[src/rtl/dp_hpd_detector.sv]
// Source-side Hot Plug Detect qualifier: synchronises the sink's HPD line into clk_AUX and
// classifies its activity into plug, unplug and IRQ_HPD events with a sticky IRQ flag.
module dp_hpd_detector #(
    parameter int unsigned CNT_W         = 18,
    parameter int unsigned GLITCH_CYCLES = 25000,
    parameter int unsigned UNPLUG_CYCLES = 200000,
    parameter int unsigned PLUG_CYCLES   = 200000
) (
    input  logic clk_AUX,
    input  logic rst_n,
    input  logic HPD_Signal,
    input  logic hpd_irq_ack,
    output logic hpd_connected,
    output logic hpd_plug,
    output logic hpd_unplug,
    output logic hpd_irq,
    output logic hpd_irq_pending
);

    localparam logic [CNT_W:0] GlitchThr = (CNT_W+1)'(GLITCH_CYCLES);
    localparam logic [CNT_W:0] UnplugThr = (CNT_W+1)'(UNPLUG_CYCLES);
    localparam logic [CNT_W:0] PlugThr   = (CNT_W+1)'(PLUG_CYCLES);

    typedef enum logic [1:0] {StDisc, StConn, StLow} state_e;

    state_e           state_q;
    logic [CNT_W-1:0] cnt_q;
    logic             hpd_meta;
    logic             hpd_s;
    logic [CNT_W:0]   cnt_inc;

    // One extra bit so the threshold compare can never alias on a wrapped count.
    assign cnt_inc = {1'b0, cnt_q} + (CNT_W+1)'(1);

    always_ff @(posedge clk_AUX or negedge rst_n) begin
        if (!rst_n) begin
            hpd_meta <= 1'b0;
            hpd_s    <= 1'b0;
        end else begin
            hpd_meta <= HPD_Signal;
            hpd_s    <= hpd_meta;
        end
    end

    always_ff @(posedge clk_AUX or negedge rst_n) begin
        if (!rst_n) begin
            state_q         <= StDisc;
            cnt_q           <= '0;
            hpd_connected   <= 1'b0;
            hpd_plug        <= 1'b0;
            hpd_unplug      <= 1'b0;
            hpd_irq         <= 1'b0;
            hpd_irq_pending <= 1'b0;
        end else begin
            hpd_plug   <= 1'b0;
            hpd_unplug <= 1'b0;
            hpd_irq    <= 1'b0;
            // Later assignments below (IRQ set, unplug clear) take precedence over the ack.
            if (hpd_irq_ack) hpd_irq_pending <= 1'b0;

            unique case (state_q)
                StDisc: begin
                    if (!hpd_s) begin
                        cnt_q <= '0;
                    end else if (cnt_inc == PlugThr) begin
                        state_q       <= StConn;
                        cnt_q         <= '0;
                        hpd_connected <= 1'b1;
                        hpd_plug      <= 1'b1;
                    end else begin
                        cnt_q <= cnt_inc[CNT_W-1:0];
                    end
                end
                StConn: begin
                    if (!hpd_s) begin
                        state_q <= StLow;
                        cnt_q   <= (CNT_W)'(1);
                    end else begin
                        cnt_q <= '0;
                    end
                end
                StLow: begin
                    if (!hpd_s) begin
                        if (cnt_inc == UnplugThr) begin
                            state_q         <= StDisc;
                            cnt_q           <= '0;
                            hpd_connected   <= 1'b0;
                            hpd_unplug      <= 1'b1;
                            hpd_irq_pending <= 1'b0;
                        end else begin
                            cnt_q <= cnt_inc[CNT_W-1:0];
                        end
                    end else begin
                        state_q <= StConn;
                        cnt_q   <= '0;
                        if ({1'b0, cnt_q} >= GlitchThr) begin
                            hpd_irq         <= 1'b1;
                            hpd_irq_pending <= 1'b1;
                        end
                    end
                end
                default: begin
                    state_q <= StDisc;
                    cnt_q   <= '0;
                end
            endcase
        end
    end

endmodule

[config.mk]
export PLATFORM = sky130hd
export DESIGN_NAME = dp_hpd_detector
export DESIGN_NICKNAME = d
export VERILOG_FILES = /design/src/rtl/dp_hpd_detector.sv
export SDC_FILE = /design/constraint.sdc
export NUM_CORES = 1
export LEC_CHECK = 0
export ABC_AREA = 1
export BUFFER_PORTS_ARGS = -buffer_cell sky130_fd_sc_hd__buf_4
export CELL_PAD_IN_SITES_DETAIL_PLACEMENT = 1
export CELL_PAD_IN_SITES_GLOBAL_PLACEMENT = 1
export CORE_MARGIN = 1.5
export CORE_UTILIZATION = 39
export DETAILED_ROUTE_END_ITERATION = 8
export PLACE_DENSITY = 0.71
export SYNTH_ARGS = -nofsm -noshare
export SYNTH_HDL_FRONTEND = slang
export SYNTH_SLANG_ARGS = --single-unit
[constraint.sdc]
create_clock -name clk_AUX -period 1.9 [get_ports clk_AUX]
set_input_delay 0.19 -clock clk_AUX [delete_from_list [all_inputs] [get_ports clk_AUX]]
set_output_delay 0.19 -clock clk_AUX [all_outputs]
set_load 0.01 [all_outputs]
==> summary.txt <==
Outcome
  – Status: complete, but fails checks
  – Failing checks: setup timing

Synthesis
  – Post-synthesis mux area share: 0
  – Top post-synthesis cells by count: nand2_1 (68), nor2_1 (42), inv_1 (35)
  – Synth area leaders: dfrtp_1 (44%), nand2_1 (17%), nor2_1 (10%)
  – Yosys top cell by area: dfrtp_1
  – Synth Area in Adders: 0.0164
  – Yosys cell types: 21
  – Sequential share of the synthesized area: 0.443
  – Synth Instances: 219
  – Post-synthesis xor/xnor area fraction: 0.0115
  – Top_reg_cell synth: dfrtp_1
  – Post-synth top area share: 0.443
  – Post-synthesis compound-gate area fraction: 0.0345
  – Synthesized netlist net count: 225
  – Warnings, synthesis: 0
  – Cell Area, Synth: 1530 um2
  – Main combinational cell family by area after synthesis: simple AND/OR/NAND/NOR gates
  – Synth Area in Simple Gates: 0.401
  – Syn Area/Cell: 6.96 um2
  – Asr flop ratio synth: 1.00
  – Post-synth EDFFs: 0
  – Synthesized flop and latch total: 27
  – Most frequent cell after synthesis: nand2_1

Die
  – DIE AREA: 4290 um2
  – # IOs: 9
  – Rows: 22
  – Chip height: 65.5 um
  – CORE AREA: 3720 um2
  – Die width: 65.5 um
  – Initial Util: 0.410

Setup path
  – CP Data Required Time: 2.07 ns
  – CP Cell Sequence: buf_4, nand3_4, nor2_4, nand2_2, nand2_2, nand2_2, nor2_2, nand2_2, nor2_4, nand2_4, buf_6, nand2_2, nand2_1
  – Crit-path max FO: 6
  – CP peak stage delay: 0.42 ns
  – CP max stage cell: dfrtp_1
  – Crit path launch type: register
  – Setup CP Type: register to register
  – Critical Path Most Common Cell: nand2_2
  – Crit path DAT: 2.15 ns
  – Buf/Inv on CP: 2
  – R2R setup slack: -0.08 ns
  – RR Endpoint: state_q[1]
  – Cells on worst reg2reg path: 13
  – Reg-to-reg startpoint: cnt_q[3]
  – Worst Setup End Kind: register
  – CP top delay family: simple AND/OR/NAND/NOR gates

Timing
  – Clock Skew: 0.00309 ns
  – Final hold slack: 0.0125 ns
  – Relative slew slack: 0.755
  – Fmax: 0.506 GHz
  – Post-route minimum period: 1.98 ns
  – Final hold violations: 0
  – Final setup vio count: 20
  – Worst slew pin tran: 0.368 ns
  – RSZ-0062 raised after global routing: true
  – Fin crit share: 1.04
  – Final setup margin: -0.0758 ns
  – Final Max Slew Viols: 0

Clock network
  – H-Tree Level Count: 1
  – Clk pin slew, worst setup/hold paths: 0.10 ns
  – CTS Buf Count: 3
  – Worst-Skew Late Latency: 0.28 ns
  – Clock Tree Buf Depth: 2
  – CTS tree: done
  – CTS root buffer: clkbuf_8
  – Clk sink count: 27

Route
  – Drt drc: 0
  – Met3 routed WL: 99 um
  – Total Routed Length: 5000 um
  – Via density: 5.07
  – Highest metal used: met4
  – Drt wl/cell: 16.3 um
  – Vias: 1,551
  – Met2 wire length: 2610 um
  – Wl on met1: 2130 um
  – ANT nets after route: 0
  – Pre-antenna DRT Iters: 4
  – DRT iter0 DRCs: 64

Place
  – Placer Congestion: 0.874
  – Final HPWL DP: 3330 um
  – Pre-CTS setup slack: -0.198 ns
  – Port bufs: 8
  – Placement Cell Area: 1760 um2

Worst hold path
  – Min-Delay Startpoint: HPD_Signal
  – Hold depth: 1
  – HP Class: primary input to register
  – Worst hold endpoint: hpd_meta

GRT
  – Pin count of the biggest net entering global routing: 28
  – Vias in the first global route: 1,537
  – Antenna violations before repair: 0
  – Grt ovf: 0
  – First-pass GRT wire length: 7270 um
  – Total GRT Usage: 0.230

Cells and area
  – Layout cells sized above 1: 0.372
  – Antenna cell count: 0
  – Post-layout util: 0.575
  – Net count, final: 265
  – Area Growth Syn to Fin: 40.0%
  – Cell area after layout: 2140 um2

Power
  – P per Cell Area: 463 nW/um2
  – Lkg Pwr: 1.00 nW
  – Maximum vdd drop: 0.000470 V

Flow run
  – MaxCap Viol Count: 0
report_power, final:
| part | leakage, nW | internal [mW] | switching, mW |
|---|---|---|---|
| registers | 0.363 | 0.582 | 0.00967 |
| clock network | 0.0217 | 0.149 | 0.189 |
| logic | 0.620 | 0.0224 | 0.0371 |
| total | 1.00 | 0.754 | 0.235 |
area by class of cell:
type / instances / area (um2)
multi-input cells: 156 / 917
inverters: 35 / 131
well taps: 48 / 60.1
clock inverters: 1 / 7.51
flip-flops and latches: 27 / 682
repair buffers: 36 / 297
fillers: 469 / 1580
clock buffers: 3 / 41.3
routing by layer:
metal  GRT usage  vias up
met2       0.398       23
met5           0        -
met3      0.0223       11
met4      0.0990        0
li1            -      746
met1       0.291      771
registers in the layout, summed over array words and instances, names as in the netlist:
signal	flops
hpd_s	1
hpd_irq	1
hpd_unplug	1
hpd_connected	1
state_q	2
cnt_q	18
hpd_meta	1
hpd_plug	1
hpd_irq_pending	1
worst max path at each step:
| stage | cells after the start | to | startpoint |
|---|---|---|---|
| after floorplan | 13 | cnt_q[2] | cnt_q[1] |
| after global placement | 12 | cnt_q[2] | cnt_q[0] |
| after detailed placement | 12 | cnt_q[5] | cnt_q[1] |
| after CTS | 13 | state_q[1] | cnt_q[1] |
| after global routing | 12 | state_q[1] | cnt_q[6] |
| final | 13 | state_q[1] | cnt_q[3] |
through the flow:
stage / total power [mW] / TNS (ns) / std cells
final: 0.989 / -0.949 / 306
after CTS: 0.997 / -1.03 / 300
after global placement: 0.648 / -1.35 / 291
after floorplan: 0.622 / 0 / 219
after detailed placement: 0.652 / -3.70 / 291
after global routing: 1.03 / -3.11 / 306
repair_timing:
| item | CTS | global route |
|---|---|---|
| hold buffers | 1 | 0 |
| gates resized for setup | 18 | 50 |
| buffers inserted | 4 | 6 |
| pin swaps | 12 | 22 |
| endpoints found under the setup margin | 23 | 24 |
| endpoints found under the hold margin | 27 | 0 |
worst reg2reg max path: stages (launching register included):
cell and delay [ns]:
dfrtp_1 0.42, buf_4 0.16, nand3_4 0.13, nor2_4 0.20, nand2_2 0.08, nand2_2 0.09
nand2_2 0.05, nor2_2 0.13, nand2_2 0.08, nor2_4 0.20, nand2_4 0.11, buf_6 0.14
nand2_2 0.04, nand2_1 0.05
cell usage in the layout (no fill, tap or decap):
| cell | netlist | final |
|---|---|---|
| o21ai_0 | 3 | 2 |
| nor2_2 | 4 | 8 |
| nand3_2 | 1 | 2 |
| dlygate4sd3_1 | 0 | 1 |
| xnor2_1 | 2 | 2 |
| nand3_1 | 16 | 13 |
| nor2_1 | 42 | 29 |
| buf_4 | 0 | 31 |
| nand2_4 | 1 | 3 |
| ha_4 | 0 | 1 |
| nand3_4 | 0 | 2 |
| nand2_8 | 0 | 1 |
| inv_2 | 0 | 1 |
| inv_1 | 35 | 34 |
| nand3b_1 | 1 | 1 |
| a21oi_2 | 0 | 1 |
| clkinvlp_4 | 0 | 1 |
| ha_1 | 2 | 1 |
| nor2_4 | 1 | 10 |
| dfrtp_1 | 27 | 22 |
| dfrtp_2 | 0 | 5 |
| nand2_2 | 1 | 20 |
| clkbuf_8 | 0 | 3 |
| nand2_1 | 68 | 46 |
| buf_6 | 1 | 3 |
| nand4_1 | 5 | 5 |
| nor3_1 | 2 | 2 |
| or2_2 | 1 | 1 |
| a21oi_1 | 2 | 1 |
| o21bai_1 | 3 | 3 |
| buf_12 | 0 | 1 |
| o21ai_2 | 0 | 2 |
kinds of logic (layout without fill, tap and decap cells):
logic type / Yosys count / after routing
flops: 27 / 27
buf+inv: 36 / 75
simple gates: 143 / 143
xor+xnor: 2 / 2
compound gates: 9 / 9
fa+ha+maj: 2 / 2
No activity file was read; power rests on OpenSTA's default activity.
